$ cat config.mk
export PLATFORM = sky130hd
export DESIGN_NAME = perceptron_sequencer
export DESIGN_NICKNAME = d
export VERILOG_FILES = /design/src/rtl/perceptron_pkg.sv /design/src/rtl/perceptron_weight_bank.sv /design/src/rtl/perceptron_sequencer.sv
export SDC_FILE = /design/constraint.sdc
export NUM_CORES = 1
export LEC_CHECK = 0
export ABC_AREA = 0
export BUFFER_PORTS_ARGS = -buffer_cell sky130_fd_sc_hd__buf_2
export CORE_AREA = 2 2 169 154
export DETAILED_ROUTE_END_ITERATION = 10
export DIE_AREA = 0 0 171 156
export PLACE_DENSITY = 0.84
export SLEW_MARGIN = 20
export SYNTH_ARGS = -nofsm -noshare
export SYNTH_HDL_FRONTEND = slang
export SYNTH_SLANG_ARGS = --single-unit
$ cat constraint.sdc
create_clock -name clk -period 2.85 [get_ports clk]
set_clock_uncertainty 0.1 [all_clocks]
set_input_delay 0.1425 -clock clk [delete_from_list [all_inputs] [get_ports clk]]
set_output_delay 0.1425 -clock clk [all_outputs]
set_load 0.005 [all_outputs]
$ cat src/rtl/perceptron_pkg.sv
`default_nettype none
// ============================================================================
// Package  : perceptron_pkg
// Brief    : Shared word width, sequencer state encoding and signed threshold
//            compare for the perceptron sequencer.
// Revision : 1.0 - initial release
// ============================================================================
package perceptron_pkg;

  localparam int WORD_W = 32;

  typedef enum logic [1:0] {
    IDLE   = 2'd0,
    ISSUE  = 2'd1,
    RESULT = 2'd2,
    UPDATE = 2'd3
  } state_t;

  function automatic logic sum_ge_thresh(input logic [WORD_W-1:0] sum,
                                         input logic [WORD_W-1:0] thresh);
    return $signed(sum) >= $signed(thresh);
  endfunction

endpackage
`default_nettype wire

$ cat src/rtl/perceptron_weight_bank.sv
`default_nettype none
// ============================================================================
// Module   : perceptron_weight_bank
// Brief    : N x 32-bit weight registers with a single cfg write port, a flat
//            read bus and a masked +/-ETA update port.
// Revision : 1.0 - initial release
// ============================================================================
module perceptron_weight_bank
  import perceptron_pkg::*;
#(
  parameter int N   = 8,
  parameter int ETA = 1
) (
  input  logic                  clk,
  input  logic                  rst,
  input  logic                  cfg_en,
  input  logic [$clog2(N)-1:0]  cfg_idx,
  input  logic [WORD_W-1:0]     cfg_wdata,
  input  logic                  upd_en,
  input  logic [N-1:0]          upd_mask,
  input  logic                  upd_inc,
  output logic [WORD_W*N-1:0]   rd_bus
);

  localparam int                C_IDX_W = $clog2(N);
  localparam logic [WORD_W-1:0] C_ETA   = WORD_W'(ETA);

  logic [WORD_W-1:0] w_step;

  // Two's complement negation so the update simply wraps modulo 2^32.
  assign w_step = upd_inc ? C_ETA : (~C_ETA) + WORD_W'(1);

  for (genvar i = 0; i < N; i++) begin : g_word
    logic [WORD_W-1:0] r_w;

    always_ff @(posedge clk or negedge rst) begin
      if (!rst) begin
        r_w <= '0;
      end else if (cfg_en && (cfg_idx == C_IDX_W'(i))) begin
        r_w <= cfg_wdata;
      end else if (upd_en && upd_mask[i]) begin
        r_w <= r_w + w_step;
      end
    end

    assign rd_bus[WORD_W*i +: WORD_W] = r_w;
  end

endmodule
`default_nettype wire

$ cat src/rtl/perceptron_sequencer.sv
`default_nettype none
// ============================================================================
// Module   : perceptron_sequencer
// Brief    : Issues one input vector at a time to an external weighted_sum
//            datapath, thresholds the returned sum and hands out the class.
//            Optional on-line training: PERCEPTRON_TRAIN_EN.
// Revision : 1.0 - initial release
// ============================================================================
module perceptron_sequencer
  import perceptron_pkg::*;
#(
  parameter int N   = 8,
  parameter int LAT = N,
  parameter int ETA = 1
) (
  input  logic                  clk,
  input  logic                  rst,
  input  logic                  cfg_we,
  input  logic [$clog2(N)-1:0]  cfg_idx,
  input  logic [WORD_W-1:0]     cfg_wdata,
  output logic                  cfg_ready,
  input  logic [WORD_W-1:0]     thresh,
  input  logic                  in_valid,
  output logic                  in_ready,
  input  logic [N-1:0]          in_x,
  input  logic                  in_label,
  output logic [N-1:0]          ws_x,
  output logic [WORD_W*N-1:0]   ws_w,
  input  logic [WORD_W-1:0]     ws_sum,
  output logic                  out_valid,
  input  logic                  out_ready,
  output logic                  out_class,
  output logic [WORD_W-1:0]     out_sum
);

  localparam int                 C_CNT_W   = $clog2(LAT + 1);
  localparam logic [C_CNT_W-1:0] C_CAPTURE = C_CNT_W'(LAT);

  state_t              r_state;
  logic [C_CNT_W-1:0]  r_cnt;
  logic [WORD_W-1:0]   r_thresh;
  logic                w_accept;
  logic                w_cfg_en;
  logic                w_mismatch;
  logic                w_upd_en;
  logic                w_upd_inc;

  assign cfg_ready = (r_state == IDLE);
  assign in_ready  = cfg_ready & ~cfg_we;
  assign w_accept  = in_valid & in_ready;
  assign w_cfg_en  = cfg_ready & cfg_we & (32'(cfg_idx) < N);

`ifdef PERCEPTRON_TRAIN_EN
  logic r_label;

  always_ff @(posedge clk or negedge rst) begin
    if (!rst) begin
      r_label <= 1'b0;
    end else if (w_accept) begin
      r_label <= in_label;
    end
  end

  assign w_mismatch = (out_class != r_label);
  assign w_upd_en   = (r_state == UPDATE);
  assign w_upd_inc  = r_label;
`else
  logic w_unused_label;
  assign w_unused_label = in_label;
  assign w_mismatch     = 1'b0;
  assign w_upd_en       = 1'b0;
  assign w_upd_inc      = 1'b0;
`endif

  // ws_x lands one edge after accept, so the sum is valid LAT edges after that
  // and is captured on the following edge.
  always_ff @(posedge clk or negedge rst) begin
    if (!rst) begin
      r_state   <= IDLE;
      r_cnt     <= '0;
      r_thresh  <= '0;
      ws_x      <= '0;
      out_valid <= 1'b0;
      out_class <= 1'b0;
      out_sum   <= '0;
    end else begin
      case (r_state)
        IDLE: begin
          if (w_accept) begin
            ws_x     <= in_x;
            r_thresh <= thresh;
            r_cnt    <= '0;
            r_state  <= ISSUE;
          end
        end
        ISSUE: begin
          if (r_cnt == C_CAPTURE) begin
            out_sum   <= ws_sum;
            out_class <= sum_ge_thresh(ws_sum, r_thresh);
            out_valid <= 1'b1;
            r_state   <= RESULT;
          end else begin
            r_cnt <= r_cnt + C_CNT_W'(1);
          end
        end
        RESULT: begin
          if (out_ready) begin
            out_valid <= 1'b0;
            r_state   <= w_mismatch ? UPDATE : IDLE;
          end
        end
        UPDATE: begin
          r_state <= IDLE;
        end
        default: begin
          r_state <= IDLE;
        end
      endcase
    end
  end

  perceptron_weight_bank #(
    .N   (N),
    .ETA (ETA)
  ) u_weight_bank (
    .clk       (clk),
    .rst       (rst),
    .cfg_en    (w_cfg_en),
    .cfg_idx   (cfg_idx),
    .cfg_wdata (cfg_wdata),
    .upd_en    (w_upd_en),
    .upd_mask  (ws_x),
    .upd_inc   (w_upd_inc),
    .rd_bus    (ws_w)
  );

endmodule
`default_nettype wire
==> key figures, run 1 <==
Outcome
  – Run status: completed

Clock tree
  – CTS sink count: 336
  – Post-CTS Resized: 0
  – Number of CTS-inserted buffers: 35
  – Root buffer cell: clkbuf_16
  – CTS Buffer Depth: 3
  – Worst-path clk slew: 0.07 ns
  – Worst skew pair latency: 0.51 ns
  – CTS tree: built
  – H-tree depth: 2

Route
  – Drt initial violations: 651
  – Drt drc: 0
  – Final WL: 40.9 mm
  – Post-DR wirelength/cell: 22.6 µm
  – Number of nets with antenna violations after routing: 0
  – Via count: 9911
  – Drt pass-1 iters: 5
  – Vias per cell: 5.49

Power and ir drop
  – Clock Power Share: 23.3%
  – Switch Pwr: 6000 µW
  – Leakage power: 0.00911 µW
  – PwrDens: 1060 nW/µm²
  – Worst VDD drop: 0.788 mV
  – Sw frac: 31.2%
  – Comb power frac: 33.4%
  – Internal power: 13200 µW
  – Reg power frac: 43.3%

Timing
  – Fin. Hold Viols: 0
  – Slew HR: 49.3%
  – Min cycle time layout: 2.43 ns
  – RSZ-0062 raised after global routing: no
  – Worst hold margin: 0.0718 ns
  – Slew at the pin closest to its max-slew limit: 0.761 ns
  – Period utilization: 85.2%
  – Setup TNS: 0 ns
  – Pins over their slew limit: 0
  – F_max: 412 MHz
  – Setup violators final: 0

Layout
  – # fillers: 1550
  – Area grow syn2layout: 34.3%
  – Register Area: 8410 µm²
  – Nets: 1583
  – Area of the multi-input gates: 4680 µm²
  – Final Cell Area: 18200 µm²
  – Share of post-route cells with drive strength above 1: 54.4%
  – Finished Layout Cells: 1806

Yosys
  – Post-Syn Instances: 896
  – Mapped Avg Cell Area: 15.1 µm²
  – Most frequent cell after synthesis: dfrtp_1
  – Post-synth top area share: 62.0%
  – Synthesis-stage register bit count: 336
  – Post-synthesis compound-gate area fraction: 2.28%
  – Synth unique cells: 34
  – Adder-cell share of the synthesized area: 3.14%
  – Top post-synthesis cells by count: dfrtp_1, mux2_2, nand2_1, o21ai_0, inv_1
  – Post-synthesis mux area share: 25.6%
  – Post-synthesis xor/xnor area fraction: 0.129%
  – EDFF count, synth: 0
  – YS warnings: 0
  – Asr flop ratio synth: 100%
  – Post-Syn Area: 13600 µm²
  – Share of synthesized cell area in and, or, nand and nor gates: 3.25%
  – Register area share after synthesis: 62.0%
  – Most used DFF post-synth: dfrtp_1
  – Largest family of logic cells by synthesized area: multiplexers
  – Synth area leader: dfrtp_1
  – Post-Synthesis Net Count: 1043
  – Top cells by area, synth: dfrtp_1, mux2_2, mux2_4

Global routing
  – Initial antenna violation count: 4
  – Grt ovf: 0
  – Pin count of the biggest net entering global routing: 95
  – Total GRT Usage: 30.4%
  – First-pass GRT wire length: 62.0 mm
  – Vias in the first global route: 11000

Setup path
  – Crit path max-delay family: simple AND/OR/NAND/NOR gates
  – Crit path depth: 7
  – Crit path top cell by count: nor3b_1
  – R2r endpoint: out_class
  – Crit end category: flip-flop
  – CP required: 3.16 ns
  – FF-to-FF Start: r_thresh[23]
  – Arrival @ worst endpoint: 2.74 ns
  – Startpoint Class: flip-flop
  – Crit-path slowest cell: nor4_1
  – Crit path max fanout: 3
  – Slowest stage delay, CP: 0.53 ns
  – R2R depth: 7
  – Critical path cell sequence: inv_1, ha_1, nand4_1, nor4_1, nor3b_1, a2111oi_0, nor3b_1
  – Crit path buf inv count: 1
  – CP Class: flip-flop to flip-flop
  – Worst R2R Setup Slack: 0.42 ns

Placed design
  – Dpl hpwl: 24.3 mm
  – Final Wtd Congestion: 0.830
  – Area after DPL: 16000 µm²
  – Dpl cells: 1635
  – IO Port Bufs: 411

Die
  – Die Height: 156 µm
  – Core area: 24900 µm²
  – Boundary Pins: 413
  – Row cnt: 55
  – Starting Density: 54.4%
  – Die Wd: 171 µm
  – Die Area: 26700 µm²

Hold path
  – Hold EP: u_weight_bank.g_word[2].r_w[31]
  – Hold Crit Class: input port to flip-flop
  – Hold path start: cfg_idx[2]
  – Hold Path Stages: 4

Flow run
  – # Max-Cap Violations: 0
==> worst max path at each step <==
stage | end | slack [ns] | startpoint
finish | out_class | 0.42 | r_thresh[23]
floorplan | out_class | 1.02 | r_thresh[14]
CTS | u_weight_bank.g_word[3].r_w[16] | 0.54 | r_state[0]
global route | out_class | 0.28 | r_thresh[15]
detailed placement | u_weight_bank.g_word[3].r_w[16] | 0.57 | r_state[0]
global placement | u_weight_bank.g_word[3].r_w[24] | 0.67 | r_state[1]
==> power by group through the flow <==
| stage | clock (µW) | combinational, µW | sequential [µW] |
|---|---|---|---|
| global placement | 0 | 5800 | 8090 |
| finish | 4490 | 6410 | 8320 |
| detailed placement | 0 | 6060 | 8230 |
| global route | 4720 | 6940 | 8530 |
| CTS | 4520 | 6230 | 8190 |
| floorplan | 0 | 2780 | 8300 |
==> routing by layer <==
layer  vias to the layer above  global-route usage, %  part of all wire [%]
met4                         0                   15.9                   4.8
met1                      5023                   35.1                    37
li1                       4217                      -                     -
met5                         -                      0                     0
met2                       512                   52.4                    50
met3                       159                   7.74                   7.7
==> cell type report <==
cell class	count	area share (%)
well taps	342	2.35
multi-input cells	484	25.7
flip-flops and latches	336	46.2
repair buffers	541	18.7
clock inverters	8	0.392
diodes	4	0.0550
clock buffers	53	5.80
inverters	38	0.784
==> through the flow <==
stage | utilization, % | power (µW) | setup WS (ns)
6_report | 73.1 | 19200 | 0.422
5_1_grt | 73.1 | 20200 | 0.277
4_1_cts | 73.0 | 18900 | 0.542
3_5_place_dp | 64.2 | 14300 | 0.572
3_3_place_gp | 64.2 | 13900 | 0.670
2_1_floorplan | - | 11100 | 1.02
==> kinds of logic (layout without fill, tap and decap cells) <==
group / count (synthesis) / count (layout)
muxes: 298 / 298
and+or+nand+nor: 92 / 92
adders and majority gates: 34 / 34
DFF: 336 / 336
AOI/OAI and AO/OA: 58 / 58
xor gates and xnor gates: 2 / 2
other: 0 / 4
buffers and inverters: 76 / 640
==> registers in the layout, summed over array words and instances (netlist names) <==
name,count
r_thresh,32
u_weight_bank.g_word.r_w,256
r_state,2
out_sum,32
out_valid,1
out_class,1
ws_x,8
r_cnt,4
==> layout by cell type, fill, tap and decap left out, types with 2 or more instances in the layout <==
cell type | netlist | layout
a21o_1 | 2 | 2
clkbuf_1 | 2 | 9
buf_12 | 3 | 8
nand2_1 | 52 | 46
nor2_1 | 9 | 9
dlygate4sd3_1 | 0 | 106
clkbuf_8 | 0 | 7
nor4_1 | 2 | 2
mux2_4 | 30 | 30
inv_1 | 38 | 38
buf_2 | 15 | 410
and3_4 | 2 | 2
nor3_1 | 2 | 2
dfrtp_1 | 336 | 336
mux2_1 | 4 | 4
xor2_1 | 2 | 2
nor2b_1 | 3 | 3
o21ai_0 | 39 | 39
buf_4 | 1 | 16
diode_2 | 0 | 4
clkinv_2 | 0 | 5
a21oi_1 | 13 | 13
clkbuf_16 | 0 | 37
nand4_1 | 8 | 8
nor3b_1 | 2 | 2
ha_1 | 34 | 34
nand4b_1 | 3 | 3
nor2_2 | 2 | 2
mux2_2 | 264 | 264
nand3_1 | 2 | 2
nand2_2 | 0 | 6
==> repair_timing <==
item | 4_1_cts | 5_1_grt
hold buffers | 106 | 0
endpoints found under the hold margin | 415 | 0
buffers inserted | 0 | 0
==> worst min-delay path, delay by kind of cell <==
kind	cells	cell delay, ns
buf+inv	1	0.10
mux	1	0.17
simple gates	2	0.22
Power figures use the tool's default switching activity.
==> inputs of run 2 (changes only) <==
--- a/config.mk
+++ b/config.mk
@@ -9,4 +9,5 @@
 export BUFFER_PORTS_ARGS = -buffer_cell sky130_fd_sc_hd__buf_2
 export CORE_AREA = 2 2 169 154
+export CTS_BUF_LIST = sky130_fd_sc_hd__clkbuf_16
 export DETAILED_ROUTE_END_ITERATION = 10
 export DIE_AREA = 0 0 171 156
==> constraint.sdc (replaced) <==
create_clock -name clk -period 2.85 [get_ports clk]
set_clock_uncertainty 0.1 [all_clocks]
set_input_delay 0.1425 -clock clk [delete_from_list [all_inputs] [get_ports clk]]
set_output_delay 0.1425 -clock clk [all_outputs]
set_load 0.01 [all_outputs]
==> key figures, run 2 (same netlist as run 1, synthesis figures left out) <==
Outcome
  – Run status: completed

Flow run
  – # Max-Cap Violations: 0

Layout
  – Max reg flops: 256
  – Most frequent cells in the layout: buf_2, dfrtp_1, mux2_2
  – Nets: 1583
  – Share of post-route cells with drive strength above 1: 53.9%
  – Biggest regs: u_weight_bank.g_word.r_w: 256 flops, out_sum: 32 flops, r_thresh: 32 flops
  – Area grow syn2layout: 33.8%
  – Register with the most flip-flops: u_weight_bank.g_word.r_w
  – Commonest non-fill, non-tap cell in the layout: buf_2

Setup path
  – Crit end category: flip-flop
  – Startpoint Class: flip-flop
  – CP Class: flip-flop to flip-flop
  – Arrival @ worst endpoint: 2.58 ns
  – Crit path max fanout: 21
  – CP required: 3.13 ns
  – R2R depth: 6

Placed design
  – Pre-CTS setup slack: 0.572 ns
  – Dpl hpwl: 24.3 mm
  – IO Port Bufs: 411
  – Final Wtd Congestion: 0.830

Timing
  – F_max: 435 MHz
  – Fin. Hold Viols: 0
  – Setup violators final: 0
  – Min cycle time layout: 2.30 ns
  – Pins over their slew limit: 0
  – RSZ-0062 raised after global routing: no
  – Slew HR: 48.9%
  – Min setup slack post-route: 0.552 ns
  – Slew at the pin closest to its max-slew limit: 0.767 ns
  – Period utilization: 80.6%
  – Setup TNS: 0 ns

Global routing
  – Pin count of the biggest net entering global routing: 95
  – Vias in the first global route: 10700
  – Grt ovf: 0
  – Initial antenna violation count: 3
  – Total GRT Usage: 29.4%
  – First-pass GRT wire length: 60.3 mm

Clock tree
  – CTS Buffer Depth: 3
  – CTS sink count: 336
  – Root buffer cell: clkbuf_16
  – Number of CTS-inserted buffers: 35
  – Worst-path clk slew: 0.06 ns
  – Worst skew pair latency: 0.50 ns
  – Post-CTS Resized: 0
  – H-tree depth: 2
  – Setup Buffers After CTS: 0
  – CTS tree: built
  – Post-CTS Hold Buffers: 106

Die
  – Die Height: 156 µm
  – Die Wd: 171 µm
  – Die Area: 26700 µm²
  – Row cnt: 55
  – Boundary Pins: 413
  – Starting Density: 54.4%
  – Core area: 24900 µm²

Power and ir drop
  – PwrDens: 1090 nW/µm²
  – Leakage power: 0.00910 µW
  – Worst VDD drop: 0.773 mV

Route
  – Drt pass-1 iters: 5
  – Via count: 9771
  – Post-DR wirelength/cell: 21.9 µm
  – Drt initial violations: 627
  – Number of nets with antenna violations after routing: 0
  – Vias per cell: 5.41
  – Drt drc: 0
  – Final WL: 39.5 mm

Hold path
  – Hold Path Stages: 4
  – Hold Crit Class: input port to flip-flop
## run 2: power by group
| group | switching (µW) | total, µW | leakage [µW] | internal [µW] |
|---|---|---|---|---|
| Combinational | 3640 | 7200 | 0.00442 | 3560 |
| Clock | 1820 | 4240 | 0.000553 | 2430 |
| Sequential | 1230 | 8280 | 0.00413 | 7050 |
## run 2: cell type report
| type | instances | area, µm² |
|---|---|---|
| diodes | 3 | 7.51 |
| clock buffers | 37 | 926 |
| clock inverters | 24 | 131 |
| fillers | 1575 | 6780 |
| inverters | 38 | 143 |
| multi-input cells | 484 | 4680 |
| flip-flops and latches | 336 | 8410 |
| well taps | 342 | 428 |
| repair buffers | 541 | 3410 |
## run 2: per-stage QoR
step	hold WS, ns	instance area, µm²	util (%)	total power [µW]	cells
2_1_floorplan	-0.253	13600	-	11900	896
3_3_place_gp	0.116	16000	64.2	14700	1635
3_5_place_dp	0.121	16000	64.2	15100	1635
4_1_cts	0.0565	18100	72.7	19500	1802
5_1_grt	0.0937	18100	72.8	20700	1805
6_report	0.0683	18100	72.8	19700	1805
## run 2: worst max-delay path: stages, from the launching register on
cell and delay [ns]:
dfrtp_1 0.45, nor2_2 0.15, nand2_1 0.09, nor2_2 0.25, and3_2 0.50, buf_12 0.26
mux2_2 0.37
## run 2: path summary, 6_finish.rpt
kind | from | endpoint | slack (ns)
hold / removal | cfg_idx[2] | u_weight_bank.g_word[2].r_w[31] | 0.07
setup reg to reg | r_state[0] | u_weight_bank.g_word[3].r_w[26] | 0.55
min in group asynchronous | rst | u_weight_bank.g_word[0].r_w[7] | 0.17
setup / recovery | r_state[0] | u_weight_bank.g_word[3].r_w[26] | 0.55
max in group asynchronous | rst | u_weight_bank.g_word[0].r_w[29] | 1.61
hold reg to reg | u_weight_bank.g_word[3].r_w[6] | u_weight_bank.g_word[3].r_w[6] | 0.40
## run 2: routing by layer
| metal | part of all wire, % | wire length (µm) | vias up | global-route usage, % |
|---|---|---|---|---|
| met5 | 0 | 0 | - | 0 |
| met4 | 4.0 | 1580 | 0 | 12.8 |
| met3 | 7.2 | 2860 | 121 | 6.95 |
| met2 | 51 | 20000 | 479 | 50.8 |
| met1 | 38 | 15100 | 4950 | 35.3 |
| li1 | - | - | 4221 | - |
